<file path="config.mk">
export PLATFORM = sky130hd
export DESIGN_NAME = dist_writeback_scoreboard
export DESIGN_NICKNAME = d
export VERILOG_FILES = /design/src/rtl/dist_pkg.sv /design/src/rtl/dist_sb_fifo.sv /design/src/rtl/dist_writeback_scoreboard.sv
export SDC_FILE = /design/constraint.sdc
export NUM_CORES = 1
export LEC_CHECK = 0
export CORE_MARGIN = 2
export CORE_UTILIZATION = 55
export CTS_BUF_LIST = sky130_fd_sc_hd__clkbuf_8
export DETAILED_ROUTE_END_ITERATION = 10
export MAX_ROUTING_LAYER = met4
export PLACE_DENSITY = 0.8
export REMOVE_ABC_BUFFERS = 1
export SYNTH_ARGS = -nofsm -noshare
export SYNTH_HDL_FRONTEND = slang
export SYNTH_SLANG_ARGS = --single-unit
</file>
<file path="constraint.sdc">
create_clock -name clk -period 6.25 [get_ports clk]
set_input_delay 1.25 -clock clk [delete_from_list [all_inputs] [get_ports clk]]
set_output_delay 1.25 -clock clk [all_outputs]
set_load 0.005 [all_outputs]
</file>
<file path="src/rtl/dist_pkg.sv">
// -----------------------------------------------------------------------------
// dist_pkg
// Shared constants for the distribution-register hazard tracking logic.
//   DREG_ADDR_W   : width of a distribution register address
//   DREG_NUM      : number of distribution registers
//   DREG_ZERO     : the hard-wired register that never carries a hazard
//   DIST_SB_DEPTH : default number of outstanding multi-cycle writes
// -----------------------------------------------------------------------------
package dist_pkg;

    localparam int               DREG_ADDR_W   = 5;
    localparam int               DREG_NUM      = 32;
    localparam logic [4:0]       DREG_ZERO     = 5'd0;
    localparam int               DIST_SB_DEPTH = 4;

endpackage : dist_pkg

</file>
<file path="src/rtl/dist_sb_fifo.sv">
// -----------------------------------------------------------------------------
// dist_sb_fifo
// Synchronous in-order FIFO holding the destinations of distribution ops that
// are in flight in the multi-cycle unit. The head is the oldest entry, which is
// the only one allowed to complete.
// Ports:
//   clk, rst_n  : clock, asynchronous active-low reset
//   flush       : synchronous clear of all entries (priority over push/pop)
//   push        : write push_data at the tail (caller guarantees not full)
//   push_data   : destination register address to enqueue
//   pop         : drop the head entry (caller guarantees not empty)
//   head        : oldest destination
//   count       : number of valid entries (0..DEPTH)
//   full, empty : occupancy flags
// -----------------------------------------------------------------------------
module dist_sb_fifo
    import dist_pkg::*;
#(
    parameter int DEPTH = DIST_SB_DEPTH,
    parameter int CNT_W = 3
) (
    input  logic                   clk,
    input  logic                   rst_n,
    input  logic                   flush,
    input  logic                   push,
    input  logic [DREG_ADDR_W-1:0] push_data,
    input  logic                   pop,
    output logic [DREG_ADDR_W-1:0] head,
    output logic [CNT_W-1:0]       count,
    output logic                   full,
    output logic                   empty
);

    localparam int PTR_W = (DEPTH > 1) ? $clog2(DEPTH) : 1;

    logic [DREG_ADDR_W-1:0] mem_r [DEPTH];
    logic [PTR_W-1:0]       wr_ptr_r;
    logic [PTR_W-1:0]       rd_ptr_r;
    logic [CNT_W-1:0]       count_r;

    // Entry storage and pointers; DEPTH is a power of two so pointers wrap naturally.
    always_ff @(posedge clk or negedge rst_n) begin
        if (!rst_n) begin
            for (int i = 0; i < DEPTH; i++) begin
                mem_r[i] <= {DREG_ADDR_W{1'b0}};
            end
            wr_ptr_r <= {PTR_W{1'b0}};
            rd_ptr_r <= {PTR_W{1'b0}};
            count_r  <= {CNT_W{1'b0}};
        end else if (flush) begin
            wr_ptr_r <= {PTR_W{1'b0}};
            rd_ptr_r <= {PTR_W{1'b0}};
            count_r  <= {CNT_W{1'b0}};
        end else begin
            if (push) begin
                mem_r[wr_ptr_r] <= push_data;
                wr_ptr_r        <= wr_ptr_r + PTR_W'(1'b1);
            end
            if (pop) begin
                rd_ptr_r <= rd_ptr_r + PTR_W'(1'b1);
            end
            case ({push, pop})
                2'b10:   count_r <= count_r + CNT_W'(1'b1);
                2'b01:   count_r <= count_r - CNT_W'(1'b1);
                default: count_r <= count_r;
            endcase
        end
    end

    assign head  = mem_r[rd_ptr_r];
    assign count = count_r;
    assign full  = (count_r == CNT_W'(DEPTH));
    assign empty = (count_r == {CNT_W{1'b0}});

endmodule : dist_sb_fifo

</file>
<file path="src/rtl/dist_writeback_scoreboard.sv">
// -----------------------------------------------------------------------------
// dist_writeback_scoreboard
// Producer-side hazard tracker for distribution registers written by the
// multi-cycle distribution unit. Issued destinations are queued in order and
// marked pending; the unit's writeback retires the head. ID is stalled when it
// reads a register whose result is not yet produced (a same-cycle writeback
// is visible through the write-through register file, so it does not stall).
// Ports:
//   clk, rst_n              : clock, asynchronous active-low reset
//   flush                   : pipeline flush, clears all in-flight state
//   issue_valid/issue_dest  : distribution op issued to the multi-cycle unit
//   issue_ready             : issue accepted (not full, no WAW hazard)
//   wb_valid/wb_dest        : writeback from the multi-cycle unit
//   id_src1/2, id_src1/2_used : ID-stage source operands
//   id_stall                : hold ID and the PC
//   pending_vec             : per-register in-flight flags
//   outstanding             : number of in-flight writes
//   wb_error                : sticky writeback protocol violation
// -----------------------------------------------------------------------------
module dist_writeback_scoreboard
    import dist_pkg::*;
#(
    parameter int DEPTH = DIST_SB_DEPTH,
    parameter int CNT_W = 3
) (
    input  logic                   clk,
    input  logic                   rst_n,
    input  logic                   flush,
    input  logic                   issue_valid,
    input  logic [DREG_ADDR_W-1:0] issue_dest,
    output logic                   issue_ready,
    input  logic                   wb_valid,
    input  logic [DREG_ADDR_W-1:0] wb_dest,
    input  logic [DREG_ADDR_W-1:0] id_src1,
    input  logic                   id_src1_used,
    input  logic [DREG_ADDR_W-1:0] id_src2,
    input  logic                   id_src2_used,
    output logic                   id_stall,
    output logic [DREG_NUM-1:0]    pending_vec,
    output logic [CNT_W-1:0]       outstanding,
    output logic                   wb_error
);

    logic [DREG_NUM-1:0]    pending_r;
    logic                   wb_error_r;
    logic [DREG_ADDR_W-1:0] head_s;
    logic [CNT_W-1:0]       count_s;
    logic                   full_s;
    logic                   empty_s;
    logic                   wb_ok_s;
    logic                   push_s;
    logic                   pop_s;
    logic                   waw_s;
    logic                   stall1_s;
    logic                   stall2_s;

    // A read or write of register a is covered if the writeback lands this cycle.
    function automatic logic wb_hit(input logic wv, input logic [DREG_ADDR_W-1:0] wd,
                                    input logic [DREG_ADDR_W-1:0] a);
        return wv && (wd == a);
    endfunction

    // Register a still waits for an unproduced result.
    function automatic logic busy(input logic [DREG_NUM-1:0] pend, input logic wv,
                                  input logic [DREG_ADDR_W-1:0] wd,
                                  input logic [DREG_ADDR_W-1:0] a);
        return (a != DREG_ZERO) && pend[a] && !wb_hit(wv, wd, a);
    endfunction

    // Hazard, acceptance and FIFO control decisions.
    always_comb begin
        waw_s    = busy(pending_r, wb_valid, wb_dest, issue_dest);
        stall1_s = id_src1_used && busy(pending_r, wb_valid, wb_dest, id_src1);
        stall2_s = id_src2_used && busy(pending_r, wb_valid, wb_dest, id_src2);
        // A writeback in the same cycle does not free a slot for this cycle's issue.
        issue_ready = !full_s && !waw_s;
        id_stall    = stall1_s || stall2_s;
        wb_ok_s     = wb_valid && !empty_s && (wb_dest == head_s);
        if (flush) begin
            push_s = 1'b0;
            pop_s  = 1'b0;
        end else begin
            push_s = issue_valid && issue_ready;
            pop_s  = wb_ok_s;
        end
    end

    dist_sb_fifo #(
        .DEPTH (DEPTH),
        .CNT_W (CNT_W)
    ) u_fifo (
        .clk       (clk),
        .rst_n     (rst_n),
        .flush     (flush),
        .push      (push_s),
        .push_data (issue_dest),
        .pop       (pop_s),
        .head      (head_s),
        .count     (count_s),
        .full      (full_s),
        .empty     (empty_s)
    );

    // Pending vector: clear on retire, then set on issue so a same-register set wins.
    always_ff @(posedge clk or negedge rst_n) begin
        if (!rst_n) begin
            pending_r <= {DREG_NUM{1'b0}};
        end else if (flush) begin
            pending_r <= {DREG_NUM{1'b0}};
        end else begin
            logic [DREG_NUM-1:0] nxt;
            nxt = pending_r;
            if (pop_s) begin
                nxt[wb_dest] = 1'b0;
            end
            if (push_s && (issue_dest != DREG_ZERO)) begin
                nxt[issue_dest] = 1'b1;
            end
            pending_r <= nxt;
        end
    end

    // Sticky protocol error: writeback with empty FIFO or not matching the head.
    always_ff @(posedge clk or negedge rst_n) begin
        if (!rst_n) begin
            wb_error_r <= 1'b0;
        end else if (flush) begin
            wb_error_r <= wb_error_r;
        end else if (wb_valid && !wb_ok_s) begin
            wb_error_r <= 1'b1;
        end else begin
            wb_error_r <= wb_error_r;
        end
    end

    assign pending_vec = pending_r;
    assign outstanding = count_s;
    assign wb_error    = wb_error_r;

endmodule : dist_writeback_scoreboard

</file>
### Yosys cells after proc, flatten, opt, wreduce, memory -nomap -nowiden

Cells that the tools add are included.

| cells by class | value |
|---|---|
| $lt $le $gt $ge | 9 |
| bitwise gates (word level) | 6 |
| multipliers | 0 |
| shift-type cells | 0 |
| reduce and logical (&&, ||, !) cells | 37 |
| divide/modulo/power cells | 0 |
| mux-type cells | 28 |
| add/subtract/negate cells | 4 |
| equality and inequality tests | 7 |

Operators with widths:

| cell | number |
|---|---|
| $mux W32 | 4 |
| $and A32 B32 Y32 | 1 |
| $not A32 Y32 | 1 |
| $or A32 B32 Y32 | 1 |
| $lt A5 B6 Y1 const B | 4 |
| $bwmux W20 | 1 |
| $eq A5 B5 Y1 | 4 |
| $logic_and A1 B1 Y1 | 20 |
| $bmux W1 S5 | 3 |
| $mux W5 | 3 |
| $reduce_bool A5 Y1 | 3 |
| $bmux W5 S2 | 1 |
| $demux W1 S5 | 2 |
| $demux W5 S2 | 1 |
| $ge A5 B1 Y1 const B | 2 |
| $mux W2 | 4 |
| $logic_not A1 Y1 | 7 |
| $mux W1 | 7 |
| $ge A3 B3 Y1 const B | 2 |
| $not A2 Y3 | 2 |
| $pmux W3 S2 | 1 |
| $add A2 B1 Y2 const B | 2 |
| $reduce_and A2 Y1 | 2 |
| $reduce_bool A2 Y1 | 2 |
| other kinds (11) | 11 |

| storage, ports and cells | value |
|---|---|
| logic and storage cells | 100 |
| bits in read-only memories | 0 |
| bits in registers | 60 |
| RAM bits | 0 |
| output and inout bits | 38 |
| memories | 0 |
| input bits | 27 |
| latch bits | 0 |

### Longest topological paths before layout

Gate-level depths: netlist of run 1.

| depth | value |
|---|---|
| word-level depth | 12 |
| depth in mapped cells | 12 |
| gate-level depth less buffers | 10 |

### Hierarchy

Synthesis of run 1 repeated with hierarchy kept, for this count alone.

| unflattened totals | value |
|---|---|
| cell total of the unflattened synthesis | 361 |
| area, all modules | 4097.7 um^2 |

By module, submodules not included:

| module | cells an instance | sequential area each (um^2) | instances | area an instance (um^2) |
|---|---|---|---|---|
| dist_writeback_scoreboard | 271 | 825.8 | 1 | 2686.3 |
| dist_sb_fifo | 90 | 675.6 | 1 | 1411.4 |

### Worst setup path before layout of run 1

OpenSTA, ideal clock, no wires.

| timing | value |
|---|---|
| path kind | in2out |
| start | in id_src2[0] |
| end | out id_stall |
| data required time | 5000 ps |
| arrival | 3041 ps |
| buffers on the path | 1 |
| path slack | 1959 ps |
| cell stages on the path | 6 |
| cell sequence | clkbuf_1 -> mux4_2 -> mux4_2 -> nand2b_1 -> o2111ai_1 -> o21ai_0 |

| between the ends | value |
|---|---|
| longest elaborated chain between the ends | 6 |
| elaborated cells on any way between the ends | 10 |
| classes of those cells | eq/ne (1); mux (2); reduce/logical (7) |

RTL lines:

| what | line | RTL |
|---|---|---|
| start: declaration | dist_writeback_scoreboard.sv:36 | `input logic [DREG_ADDR_W-1:0] id_src2,` |
| $bmux W1 S5 or $eq A5 B5 Y1 (tied branches) | dist_writeback_scoreboard.sv:67, dist_writeback_scoreboard.sv:60 |  |
| $mux W1 (not written as such) or $logic_and A1 B1 Y1 (tied branches) | dist_writeback_scoreboard.sv:67, dist_writeback_scoreboard.sv:60 |  |
| $logic_and A1 B1 Y1 or $logic_not A1 Y1 (tied branches) | dist_writeback_scoreboard.sv:67 | `return (a != DREG_ZERO) && pend[a] && !wb_hit(wv, wd, a);` |
| $logic_and A1 B1 Y1 * | dist_writeback_scoreboard.sv:67 |  |
| $logic_and A1 B1 Y1 * | dist_writeback_scoreboard.sv:74 | `stall2_s = id_src2_used && busy(pending_r, wb_valid, wb_dest, id_src2);` |
| $logic_or A1 B1 Y1 * | dist_writeback_scoreboard.sv:77 | `id_stall = stall1_s \|\| stall2_s;` |
| end: declaration | dist_writeback_scoreboard.sv:38 | `output logic id_stall,` |

Mark *: on every way between the ends. The rest lies on a longest branch, timed or not. The select of a mux whose other input is x is not followed.

### Worst setup path after layout of run 1

| timing | value |
|---|---|
| start | in issue_dest[4] |
| end | out issue_ready |

| between the ends | value |
|---|---|
| longest elaborated chain between the ends | 6 |
| elaborated cells on any way between the ends | 10 |
| classes of those cells | eq/ne (1); mux (2); reduce/logical (7) |

RTL lines:

| what | line | RTL |
|---|---|---|
| start: declaration | dist_writeback_scoreboard.sv:30 | `input logic [DREG_ADDR_W-1:0] issue_dest,` |
| $bmux W1 S5 or $eq A5 B5 Y1 (tied branches) | dist_writeback_scoreboard.sv:67, dist_writeback_scoreboard.sv:60 |  |
| $mux W1 (not written as such) or $logic_and A1 B1 Y1 (tied branches) | dist_writeback_scoreboard.sv:67, dist_writeback_scoreboard.sv:60 |  |
| $logic_and A1 B1 Y1 or $logic_not A1 Y1 (tied branches) | dist_writeback_scoreboard.sv:67 |  |
| $logic_and A1 B1 Y1 * | dist_writeback_scoreboard.sv:67 |  |
| $logic_not A1 Y1 * | dist_writeback_scoreboard.sv:76 | `issue_ready = !full_s && !waw_s;` |
| $logic_and A1 B1 Y1 * | dist_writeback_scoreboard.sv:76 |  |
| end: declaration | dist_writeback_scoreboard.sv:31 | `output logic issue_ready,` |

Marked as above.

==> impl_summary.md, run 1 <==
Outcome
The flow ran to the end, and the final reports show no timing, DRC or antenna violations.

STA
Headroom to the max-slew limit came out at 39.9%. The time the worst path needs with I/O delays and setup is 5370 ps. Setup violations remaining at the end of the flow were counted as 0.

For this run, the top clock speed supported by timing is roughly 190 MHz. The number of max-slew violations in the final report is 0. Dividing the final minimum period by the clock period gives between 80% and 90%. For the pin with the worst max-slew slack, the measured transition is between 800 and 900 ps. Setup repair after global routing left no endpoint under its margin. The worst hold margin is roughly 470 ps. Adding up every negative setup slack in the final design gives 0 ps. On the final layout, the worst clock skew is approximately 12 ps. The number of failing hold endpoints at the final stage is 0.

Yosys
Of the synthesized area, sequential elements account for about 36%. The combinational family with the most area after synthesis is multiplexers. Summing the areas of all xor and xnor instances in the mapped netlist gives under 10% of the synthesized area. The cell count after synthesis came out at 367. The fraction of the mapped netlist area in compound gates is ~17%. The number of distinct library cell variants in the gate-level netlist after synthesis is 53. Of the total synthesized cell area, the portion taken by AND, OR, NAND and NOR gates is 12.4%. The adder-cell share of the synthesized area is approximately 1.7%. The synthesized netlist occupies a cell area of ~0.0042 sq mm. The synthesized area per cell is about 11 sq um. The portion of synthesized area spent on multiplexers is about 23%. The Yosys warning count is 0. The register bit count reported by yosys is 60.

Setup path
The family with the most delay on the worst path is buffers and inverters. On the worst path, the slowest cell contributes a delay of 970 ps. The data arrival at the endpoint of the critical path is ~4100 ps. The library cell appearing most often on the critical path is clkdlybuf4s50_1. The cell depth of the worst flop-to-flop path is 10. The number of buffers and inverters on the critical path is 2. The start of the worst register-to-register path is u_fifo.rd_ptr_r[1]$_DFFE_PN0P_.

The type of destination of the critical path is a primary output. The maximum net fanout on the critical path is 18. The setup path with the least slack is of type input port to primary output.

Among all stages on the critical path, the largest delay is contributed by clkdlybuf4s50_1. The critical register-to-register path endpoint is u_fifo.count[2]$_DFFE_PN0P_. The signal on the critical path passes through clkdlybuf4s50_1 -> mux2i_1 -> o22ai_1 -> a2111oi_0 -> and4_4 -> or2_2 -> clkdlybuf4s50_1. At the worst endpoint, the required time is ~5000 ps. The worst register-to-register path has a setup slack of about 2900 ps.

Tracing the worst setup path back leads to its startpoint at issue_dest[4]. The critical path startpoint category is an input port.

Detailed routing
Detailed routing placed a total of roughly 1200 um of wire on met3. The highest signal layer in the routed design is met4. The routed design has 12,300 um of wire.

The count of unresolved DRC violations after routing is 0. The count of nets left with antenna violations after detail routing is 0. In the routed layout, each cell is associated on average with a via count of between 7 and 8. The routed layout has 3,624 vias.

The detailed router put a total of 4800 um of wire on met1. The first routing iteration left 334 violations. The wire length on met2 is slightly below 6000 um. After detailed routing, the average wire length per cell comes to between 20 and 25 um. The length of the first detailed-routing pass in iterations is 5.

Layout
Across the whole layout, storage elements account for between 0.0015 and 0.002 sq mm. The top cell types in the final layout, fill and taps aside, are 63 x clkdlybuf4s50_1, 60 x dfrtp_1, 33 x o31ai_1, 29 x o311ai_1, 25 x mux2_2. The final instance area is 0.00506 sq mm. After the last flow step, the layout net total stands at 445. The ratio of cells with drive above 1 in the final layout is between 20% and 30%. The number of antenna diodes in the final layout is 0. The count of fill cells added during filler insertion is ~540.

The final standard cell utilization of the core is between 60 and 70%. The multi-input combinational cells in the finished layout cover a total of 0.00247 sq mm. The library cell used most frequently in the layout, excluding fill and tap cells, is clkdlybuf4s50_1. Relative to the synthesized area, the layout overhead comes to 20.7%.

Floorplanning
The die covers about 0.0083 sq mm. The die height is 91.3 um. The floorplan has 31 rows.

The initial core utilization is between 50% and 60%. The area of the placeable core is 0.00733 sq mm. The total I/O pin count is 65. The horizontal extent of the die is between 90 and 100 um.

Pwr
The fraction of power spent switching nets is 27.0%. The part of the total power dissipated in combinational logic is just under 20%. The static leakage is ~1.9 nW. The clock network burns between 30% and 40% of the power. The largest vdd supply drop is 0.121 mV. In this run the power spent charging and discharging nets is roughly 0.3 mW. The sequential group share of total power is around two fifths.

The power per cell area is 225 mW/mm^2. The internal power is ~0.83 mW.

Clock tree
The number of clock buffers inserted by TritonCTS is 9. CTS built an H-tree with a depth of 3. TritonCTS built the clock tree. The clock tree root buffer cell is clkbuf_8. The clock edge transition at the registers on the reported setup and hold paths is 70 ps. The number of gates resized after CTS is 0. At the later pin of the worst-skew pair, clock insertion delay measures ~360 ps.

The clock drives 60 sinks. The post-cts hold buffer count is 0. No sink is reached through more buffers than the 2 on the longest clock path. After clock tree synthesis, the setup repair step added 0 buffers.

Global route
The number of global-route vias before repair is 3,688. The pin count of the biggest net entering global routing is 61. The total overflow left after global routing is 0. The wire length of the first global-routing pass is 19,800 um. For this run, the total global-route usage over all layers was measured as roughly a third. The number of antenna violations at the first check in global routing is 0.

Hold path
The worst hold path terminates at wb_error$_DFFE_PN0P_. The worst min-delay path class is register to register. The cell depth of the worst min-delay path is 1.

The beginning of the worst hold path is wb_error$_DFFE_PN0P_.

Run
Across the run, the number of max-cap violations was 0.

Placement
The HPWL reported at the end of detailed placement is 8400 um. The area of placed instances is 0.00480 sq mm. The number of buffer cells added on primary ports is 64.

The routability congestion estimate is about 0.98.
[cell usage after synthesis, drive strengths merged]
| cell | instances | area [sq um] |
|---|---|---|
| nand3b | 6 | 45.0 |
| buf | 17 | 126 |
| nand2b | 6 | 45.0 |
| nor3 | 3 | 15.0 |
| o2111ai | 1 | 8.76 |
| and4b | 1 | 10.0 |
| o22ai | 3 | 18.8 |
| a2111o | 1 | 11.3 |
| nor2 | 13 | 48.8 |
| dfrtp | 60 | 1500 |
| nor4 | 2 | 18.8 |
| and3 | 1 | 6.26 |
| o311ai | 31 | 272 |
| a21oi | 7 | 38.8 |
| clkbuf | 18 | 67.6 |
| o31ai | 33 | 248 |
| inv | 6 | 22.5 |
| o2111a | 1 | 11.3 |
| nand4 | 1 | 6.26 |
| fa | 1 | 20.0 |
| nor2b | 5 | 31.3 |
| a22oi | 1 | 7.51 |
| nor3b | 6 | 90.1 |
| xor2 | 7 | 61.3 |
| or2 | 4 | 25.0 |
| or3 | 4 | 25.0 |
| and4 | 1 | 11.3 |
| nand2 | 19 | 71.3 |
| or3b | 2 | 17.5 |
| o41ai | 1 | 16.3 |
| o311a | 1 | 10.0 |
| a31o | 1 | 8.76 |
| mux2 | 27 | 304 |
| nand3 | 7 | 40.0 |
| nor4b | 1 | 8.76 |
| a2111oi | 1 | 8.76 |
| mux2i | 16 | 160 |
| xnor2 | 18 | 158 |
| o21ai | 6 | 45.1 |
| mux4 | 22 | 495 |
| ha | 4 | 50.1 |
| and2 | 1 | 6.26 |
[power by group through the flow]
stage	combinational (mW)	clock (mW)	sequential, mW
2_1_floorplan	0.130	0	0.462
3_3_place_gp	0.208	0	0.468
3_5_place_dp	0.216	0	0.472
4_1_cts	0.219	0.457	0.465
5_1_grt	0.235	0.479	0.470
6_report	0.220	0.455	0.465
[worst max path at each step]
stage | cells after the start | endpoint
2_1_floorplan | 5 | id_stall
3_3_place_gp | 7 | issue_ready
3_5_place_dp | 7 | issue_ready
4_1_cts | 7 | issue_ready
5_1_grt | 7 | issue_ready
6_report | 7 | issue_ready
[state kept, by name, summed over array words and instances (netlist names)]
signal and flops:
u_fifo.mem_r 20, pending_vec 32, wb_error 1, u_fifo.wr_ptr_r 2
u_fifo.count 3, u_fifo.rd_ptr_r 2
[logic make-up (layout without fill, tap and decap cells)]
family | Yosys count | count (layout)
AO/OA/AOI/OAI | 88 | 88
XOR/XNOR | 25 | 25
adder cells (fa/ha/maj) | 5 | 5
buffers and inverters | 41 | 92
flip-flops | 60 | 60
multiplexers | 65 | 65
AND/OR/NAND/NOR | 83 | 83
[layer usage]
metal / vias to the layer above / global-route usage, %
met5: - / -
met4: 0 / 14.4
met1: 1778 / 41.2
li1: 1527 / -
met2: 271 / 48.8
met3: 48 / 6.56
[cell type report]
cell class	instances	share of cell area [%]
Clock buffer	11	2.99
Clock inverter	5	2.10
Inverter	6	0.445
Multi-Input combinational cell	266	48.9
Sequential cell	60	29.7
Tap cell	99	2.45
Timing Repair Buffer	70	13.4
[through the flow]
step / setup WS [ps] / cells / power, mW
after floorplan: 2490 / 332 / 0.592
after global placement: 1070 / 501 / 0.677
after detailed placement: 979 / 501 / 0.688
after CTS: 947 / 517 / 1.14
after global routing: 768 / 517 / 1.18
final: 881 / 517 / 1.14
Power figures use the tool's default switching activity.
==> run 2: changes to the inputs <==
--- a/config.mk
+++ b/config.mk
@@ -5,7 +5,7 @@
 export SDC_FILE = /design/constraint.sdc
 export NUM_CORES = 1
 export LEC_CHECK = 0
-export CORE_MARGIN = 2
+export CORE_ASPECT_RATIO = 0.6
 export CORE_UTILIZATION = 55
 export CTS_BUF_LIST = sky130_fd_sc_hd__clkbuf_8
 export DETAILED_ROUTE_END_ITERATION = 10
==> impl_summary.md, run 2 (same netlist as run 1, synthesis figures left out) <==
Clock tree
The maximum clock path buffer count is 2 (unchanged). The tree is rooted in a clkbuf_8. The number of H-tree levels came to 3 (unchanged). The post-CTS setup repair buffer count is 0 (unchanged).

The clock latency reported for the late side of the worst-skew pair is 350 ps (about the same). The number of gates resized after CTS was 0 (unchanged). The number of clock buffers inserted by TritonCTS is 9 (unchanged).

The clock edge transition at the registers on the reported setup and hold paths is 60 ps (about the same). TritonCTS built the clock tree. The post-cts hold buffer count is 0 (unchanged). The clock sink count came to 60 (unchanged).

Outcome
The flow ran to the end, and the final reports show no timing, DRC or antenna violations.

Layout
Leaving out fill and tap cells, the most frequent cells in the layout are 63 x clkdlybuf4s50_1, 60 x dfrtp_1, 33 x o31ai_1, 29 x o311ai_1, 25 x mux2_2. The count of nets after finishing came to 447 (+0.45%). The area used by sequential logic in the layout was 0.00150 sq mm (unchanged). The number of inserted diodes came to 0 (unchanged).

The ratio of cells with drive above 1 in the final layout is 21.5% (+0.19 points). The final standard cell utilization of the core is 68.4% (-0.60 points). The flip-flop count of the largest register after layout is 32 (unchanged). The most common cell after layout, fill and taps aside is clkdlybuf4s50_1.

From synthesis to final layout, the design area changed by 19.6%. The count of fill cells added during filler insertion is 597 (+11%). The combined area of the multi-input logic cells came to 0.00247 sq mm (unchanged).

Pwr
The power per cell area was 207 mW/mm^2 (-8.1%). The switching power is 0.303 mW (-1.6%). The largest vdd supply drop is 0.106 mV (-13%). The part of the total power dissipated in combinational logic is 21.4% (+2.1 points). The clock share of power is 33.6% (-6.3 points). The sequential group share of total power came to 45.0% (+4.2 points).

The power after layout was 1.04 mW (-8.9%). The internal power is 0.735 mW (-12%). The fraction of power spent switching nets came to 29.2% (+2.2 points).

The static leakage came to 1.92 nW (-0.96%).

STA
The number of failing hold endpoints at the final stage came to 0 (unchanged). The final cycle utilization of the critical path came to 85.9% (about the same). The time the worst path needs with I/O delays and setup is 5370 ps (+2.28 ps).

The worst hold margin is 487 ps (+17.5 ps). The minimum setup slack in the final design is 879 ps (-2.28 ps). Setup repair after global routing left no endpoint under its margin. The slew at the pin with the worst max-slew slack is 887 ps (-11.2 ps).

The worst slew margin relative to its limit is 40.6% (+0.75 points). The worst clock skew on the final layout is 6.42 ps (-5.31 ps). The maximum frequency from static timing analysis is 186 MHz (about the same). The number of max-slew violations in the final report is 0 (unchanged). The total negative slack was 0 ps (unchanged). The final setup violation count is 0 (unchanged).

Detailed routing
The average via count per standard cell is 6.93 (-1.1%). The sum of routed wire length over all layers was 13,000 um (+5.8%). The total number of vias is 3,624 (unchanged). The length of the first detailed-routing pass in iterations is 5 (unchanged). The average routed wire per standard cell is 24.9 um (+4.6%).

The count of unresolved DRC violations after routing is 0 (unchanged). The count of nets left with antenna violations after detail routing is 0 (unchanged). The number of violations reported at the end of detailed-routing iteration 0 is 402 (+20%).

Setup path
The critical path is of the input port to primary output type. The maximum net fanout on the critical path is 19 (+1). STA classifies the critical path endpoint as a primary output. The required time of the critical path came to 5000 ps (about the same). The worst setup path is launched from an input port.

The data arrival at the endpoint of the critical path was 4120 ps (about the same).

Placement
The HPWL reported at the end of detailed placement is 8980 um (+6.9%). The pre-CTS worst setup slack is 925 ps (-53.8 ps). The routability congestion estimate is 0.993 (+1.2%).

The number of buffer cells added on primary ports is 64 (unchanged).

Global route
The wire length of the first global-routing pass is 20,400 um (+3.0%). The number of global-route vias before repair is 3,609 (-2.1%). The total global routing track utilization is 36.0% (+4.1 points). The remaining global-route overflow is 0 (unchanged). The pin count of the biggest net entering global routing is 61 (unchanged). The number of antenna violations at the first check in global routing is 0 (unchanged).

Floorplanning
The initial core utilization is 57.2% (about the same). The horizontal extent of the die is 115 um (+26%). The die height is 69.6 um (-24%).

The area of the placeable core is 0.00733 sq mm (about the same). The number of rows in the core area is 24 (-23%). The die area was 0.00799 sq mm (-4.2%). The total I/O pin count is 65 (unchanged).

Run
The number of violations of the max-capacitance limit was 0 (unchanged).

Hold path
The min-delay analysis places its worst path in the category register to register.
run 2: changes by cell type in the layout (fill, tap and decap cells not counted):
| cell | before | now |
|---|---|---|
| bufinv_16 | 3 | 1 |
| clkinv_2 | 0 | 3 |
| buf_4 | 6 | 8 |
| clkbuf_8 | 11 | 10 |
| inv_6 | 1 | 0 |
run 2: path summary, 6_finish.rpt:
kind                       depth (start not counted)                           end  slack, ps                      startpoint
min reg2reg                                        1  u_fifo.mem_r[18]$_DFFE_PN0P_        490    u_fifo.mem_r[18]$_DFFE_PN0P_
max                                                7                   issue_ready        880                   issue_dest[1]
min                                                1  u_fifo.mem_r[18]$_DFFE_PN0P_        490    u_fifo.mem_r[18]$_DFFE_PN0P_
max reg2reg                                       10   u_fifo.count[2]$_DFFE_PN0P_       2930  u_fifo.rd_ptr_r[1]$_DFFE_PN0P_
min in group asynchronous                          2     pending_vec[26]$_DFF_PN0_       1050                           rst_n
max in group asynchronous                          2      pending_vec[2]$_DFF_PN0_       4680                           rst_n
run 2: layout make-up:
cell class	count	area share [%]
inverters	6	0.449
multi-input cells	266	49.4
clock inverters	5	1.05
repair buffers	72	13.9
flip-flops and latches	60	29.9
well taps	104	2.59
clock buffers	10	2.74
run 2: critical path, stage by stage:
cell and delay [ps]:
clkdlybuf4s50_1 1030, mux4_2 590, and4b_1 220, a21oi_2 100, and4_4 270, or2_2 150, clkdlybuf4s50_1 510
run 2: power by group through the flow:
stage	combinational (mW)	sequential [mW]	clock (mW)
after CTS	0.221	0.466	0.352
final	0.222	0.467	0.349
after global placement	0.211	0.468	0
after global routing	0.239	0.473	0.368
after floorplan	0.130	0.462	0
after detailed placement	0.219	0.473	0
run 2: metrics by stage:
step	cell area (sq um)	instances
2_1_floorplan	4000	332
3_3_place_gp	4820	508
3_5_place_dp	4820	508
4_1_cts	5010	523
5_1_grt	5010	523
6_report	5010	523
run 2: per-layer routing:
metal  GRT usage [%]  part of all wire, %  vias to the layer above
li1                -                    -                     1526
met1            50.2                   41                     1751
met2            45.8                   40                      304
met3            16.9                   16                       43
met4            11.1                  2.9                        0
met5               -                    0                        -
==> run 3: changes to the inputs <==
==> constraint.sdc (replaced) <==
create_clock -name clk -period 5.5 [get_ports clk]
set_input_delay 1.1 -clock clk [delete_from_list [all_inputs] [get_ports clk]]
set_output_delay 1.1 -clock clk [all_outputs]
set_load 0.005 [all_outputs]
==> impl_summary.md, run 3 (same netlist as run 1, synthesis figures left out) <==
STA
The number of failing hold endpoints at the final stage was 0 (unchanged). The worst hold margin is 493 ps (+6.28 ps). Setup repair after global routing left no endpoint under its margin. The worst slew margin relative to its limit came to 40.6% (about the same). The minimum setup slack in the final design was 580 ps (-299 ps).

The total negative slack is 0 ps (unchanged). The number of max-slew violations in the final report was 0 (unchanged). The worst clock skew on the final layout is 8.82 ps (+2.40 ps).

Timing would allow up to 203 MHz. The final setup violation count is 0 (unchanged). The final cycle utilization of the critical path is roughly nine tenths. Counting I/O delays and the setup requirement, the final critical path takes slightly below 5000 ps. The slew at the pin with the worst max-slew slack is 887 ps (+0.274 ps).

Global route
The number of global-route vias before repair is 3,599 (-0.28%). The total global routing track utilization is 34.6% (-1.4 points). The number of antenna violations at the first check in global routing is 0 (unchanged). The wire length of the first global-routing pass was 19,800 um (-2.8%). The pin count of the biggest net entering global routing is 61 (unchanged). The remaining global-route overflow is 0 (unchanged).

Layout
The final instance area is 0.00504 sq mm (+0.50%). Relative to the synthesized area, the layout overhead comes to 20.2%. The combined area of the multi-input logic cells was 0.00247 sq mm (unchanged). The count of nets after finishing is 450 (+0.67%). The most common cell after layout, fill and taps aside is clkdlybuf4s50_1. The flip-flop count of the largest register after layout is 32 (unchanged).

The area used by sequential logic in the layout is 0.00150 sq mm (unchanged). The ratio of cells with drive above 1 in the final layout is 22.0% (+0.51 points). The number of inserted diodes was 0 (unchanged).

In the layout the commonest cells are 63 x clkdlybuf4s50_1, 60 x dfrtp_1, 33 x o31ai_1, 29 x o311ai_1, 25 x mux2_2. The final instance count without filler cells was 527 (+0.76%). The final standard cell utilization of the core is 68.8% (+0.34 points).

The count of fill cells added during filler insertion is 572 (-4.2%).

Setup path
The slack of the worst reg-to-reg path came to 2210 ps (-720 ps). STA classifies the critical path startpoint as an input port. Traced cell by cell, the critical path runs through clkdlybuf4s50_1 -> mux4_2 -> mux4_2 -> nand2b_1 -> o2111ai_1 -> o21ai_0 -> clkdlybuf4s50_1.

The cell family contributing the most delay on the critical path is buffers and inverters. The type of destination of the critical path is a primary output. The required time of the critical path came to 4400 ps (-600 ps). The count of buffering cells on the critical path with inverters included came to 2 (unchanged). The delay of the slowest cell on the worst path is 860 ps (-170 ps).

The slowest stage of the critical path is the clkdlybuf4s50_1 cell. The critical path is of the input port to primary output type. The data arrival at the endpoint of the critical path is 3820 ps (-300 ps). The maximum net fanout on the critical path is 10 (-9).

Floorplanning
The number of rows in the core area is 24 (unchanged). The total I/O pin count is 65 (unchanged). The initial core utilization is 57.2% (unchanged). The die area is 0.00799 sq mm (unchanged). The die height came to 69.6 um (unchanged).

The area of the placeable core is 0.00733 sq mm (unchanged). The horizontal extent of the die is 115 um (unchanged).

Placement
The post-placement cell count was 511 (+0.59%). The HPWL reported at the end of detailed placement is 8950 um (-0.33%). The routability congestion estimate is 0.951 (-4.2%). The area of placed instances is 0.00485 sq mm (+0.47%). The pre-CTS worst setup slack is 566 ps (-359 ps). The number of buffer cells added on primary ports came to 64 (unchanged).

Clock tree
The clock sink count is 60 (unchanged). The number of clock buffers inserted by TritonCTS is 9 (unchanged). The cell sitting at the root of the clock tree is a clkbuf_8. The number of gates resized after CTS was 0 (unchanged). The clock latency reported for the late side of the worst-skew pair is 350 ps (about the same).

The number of H-tree levels came to 3 (unchanged). The CTS tree is built. The maximum clock path buffer count is 2 (unchanged). The clock edge transition at the registers on the reported setup and hold paths is 60 ps (about the same). The post-cts hold buffer count is 0 (unchanged). The post-CTS setup repair buffer count is 0 (unchanged).

Detailed routing
The length of the first detailed-routing pass in iterations is 6 (+1). The count of nets left with antenna violations after detail routing is 0 (unchanged). The total number of vias came to 3,633 (+0.25%).

The sum of routed wire length over all layers is 12,500 um (-3.6%). The average routed wire per standard cell was 23.8 um (-4.3%). The average via count per standard cell is 6.89 (-0.51%). The count of unresolved DRC violations after routing was 0 (unchanged). The number of violations reported at the end of detailed-routing iteration 0 is 406 (+1.0%).

Outcome
The run finished with clean final reports.

Hold path
The worst min-delay path class is register to register.

Pwr
The power after layout is 1.17 mW (+13%). The largest vdd supply drop is 0.174 mV (+65%). The power per cell area is 233 mW/mm^2 (+12%). The static leakage is 1.93 nW (+0.88%).

Run
The number of violations of the max-capacitance limit is 0 (unchanged).
==> run 3: changes by cell type in the layout (fill, tap and decap cells not counted) <==
cell	change
buf_4	+3
clkbuf_8	-1
inv_1	+1
clkinv_4	+2
clkinv_2	-1
==> run 3: worst paths after layout <==
path | start | to | depth (start not counted)
min | u_fifo.mem_r[18]$_DFFE_PN0P_ | u_fifo.mem_r[18]$_DFFE_PN0P_ | 1
min reg2reg | u_fifo.mem_r[18]$_DFFE_PN0P_ | u_fifo.mem_r[18]$_DFFE_PN0P_ | 1
max reg2reg | u_fifo.rd_ptr_r[1]$_DFFE_PN0P_ | u_fifo.count[2]$_DFFE_PN0P_ | 10
min in group asynchronous | rst_n | pending_vec[26]$_DFF_PN0_ | 2
max | id_src2[0] | id_stall | 7
max in group asynchronous | rst_n | u_fifo.mem_r[13]$_DFFE_PN0P_ | 2
==> run 3: worst register-to-register path, stage by stage (launching register included) <==
cell and delay, ps:
dfrtp_1 620, mux2i_1 300, xnor2_1 150, nor3_1 100
o21ai_2 470, nand2b_4 450, a21oi_1 110, fa_1 390
o2111a_1 130, a21oi_1 130, mux2_1 340
==> run 3: per-layer routing <==
layer / share of wire [%] / GRT usage (%)
met5: 0 / -
met4: 1.9 / 10.1
met3: 16 / 13.0
met2: 41 / 44.6
met1: 41 / 50.1
==> run 3: area by class of cell <==
class	instances	area share [%]
Clock buffer	9	2.46
Clock inverter	7	1.37
Inverter	6	0.447
Multi-Input combinational cell	266	49.1
Sequential cell	60	29.8
Tap cell	104	2.58
Timing Repair Buffer	75	14.3
==> run 3: report_power, final <==
group | total [mW] | switching [mW] | internal [mW] | leakage (nW)
Clock | 0.390 | 0.183 | 0.207 | 0.100
Sequential | 0.528 | 0.0330 | 0.495 | 0.799
Combinational | 0.254 | 0.129 | 0.125 | 1.03
Total | 1.17 | 0.345 | 0.828 | 1.93
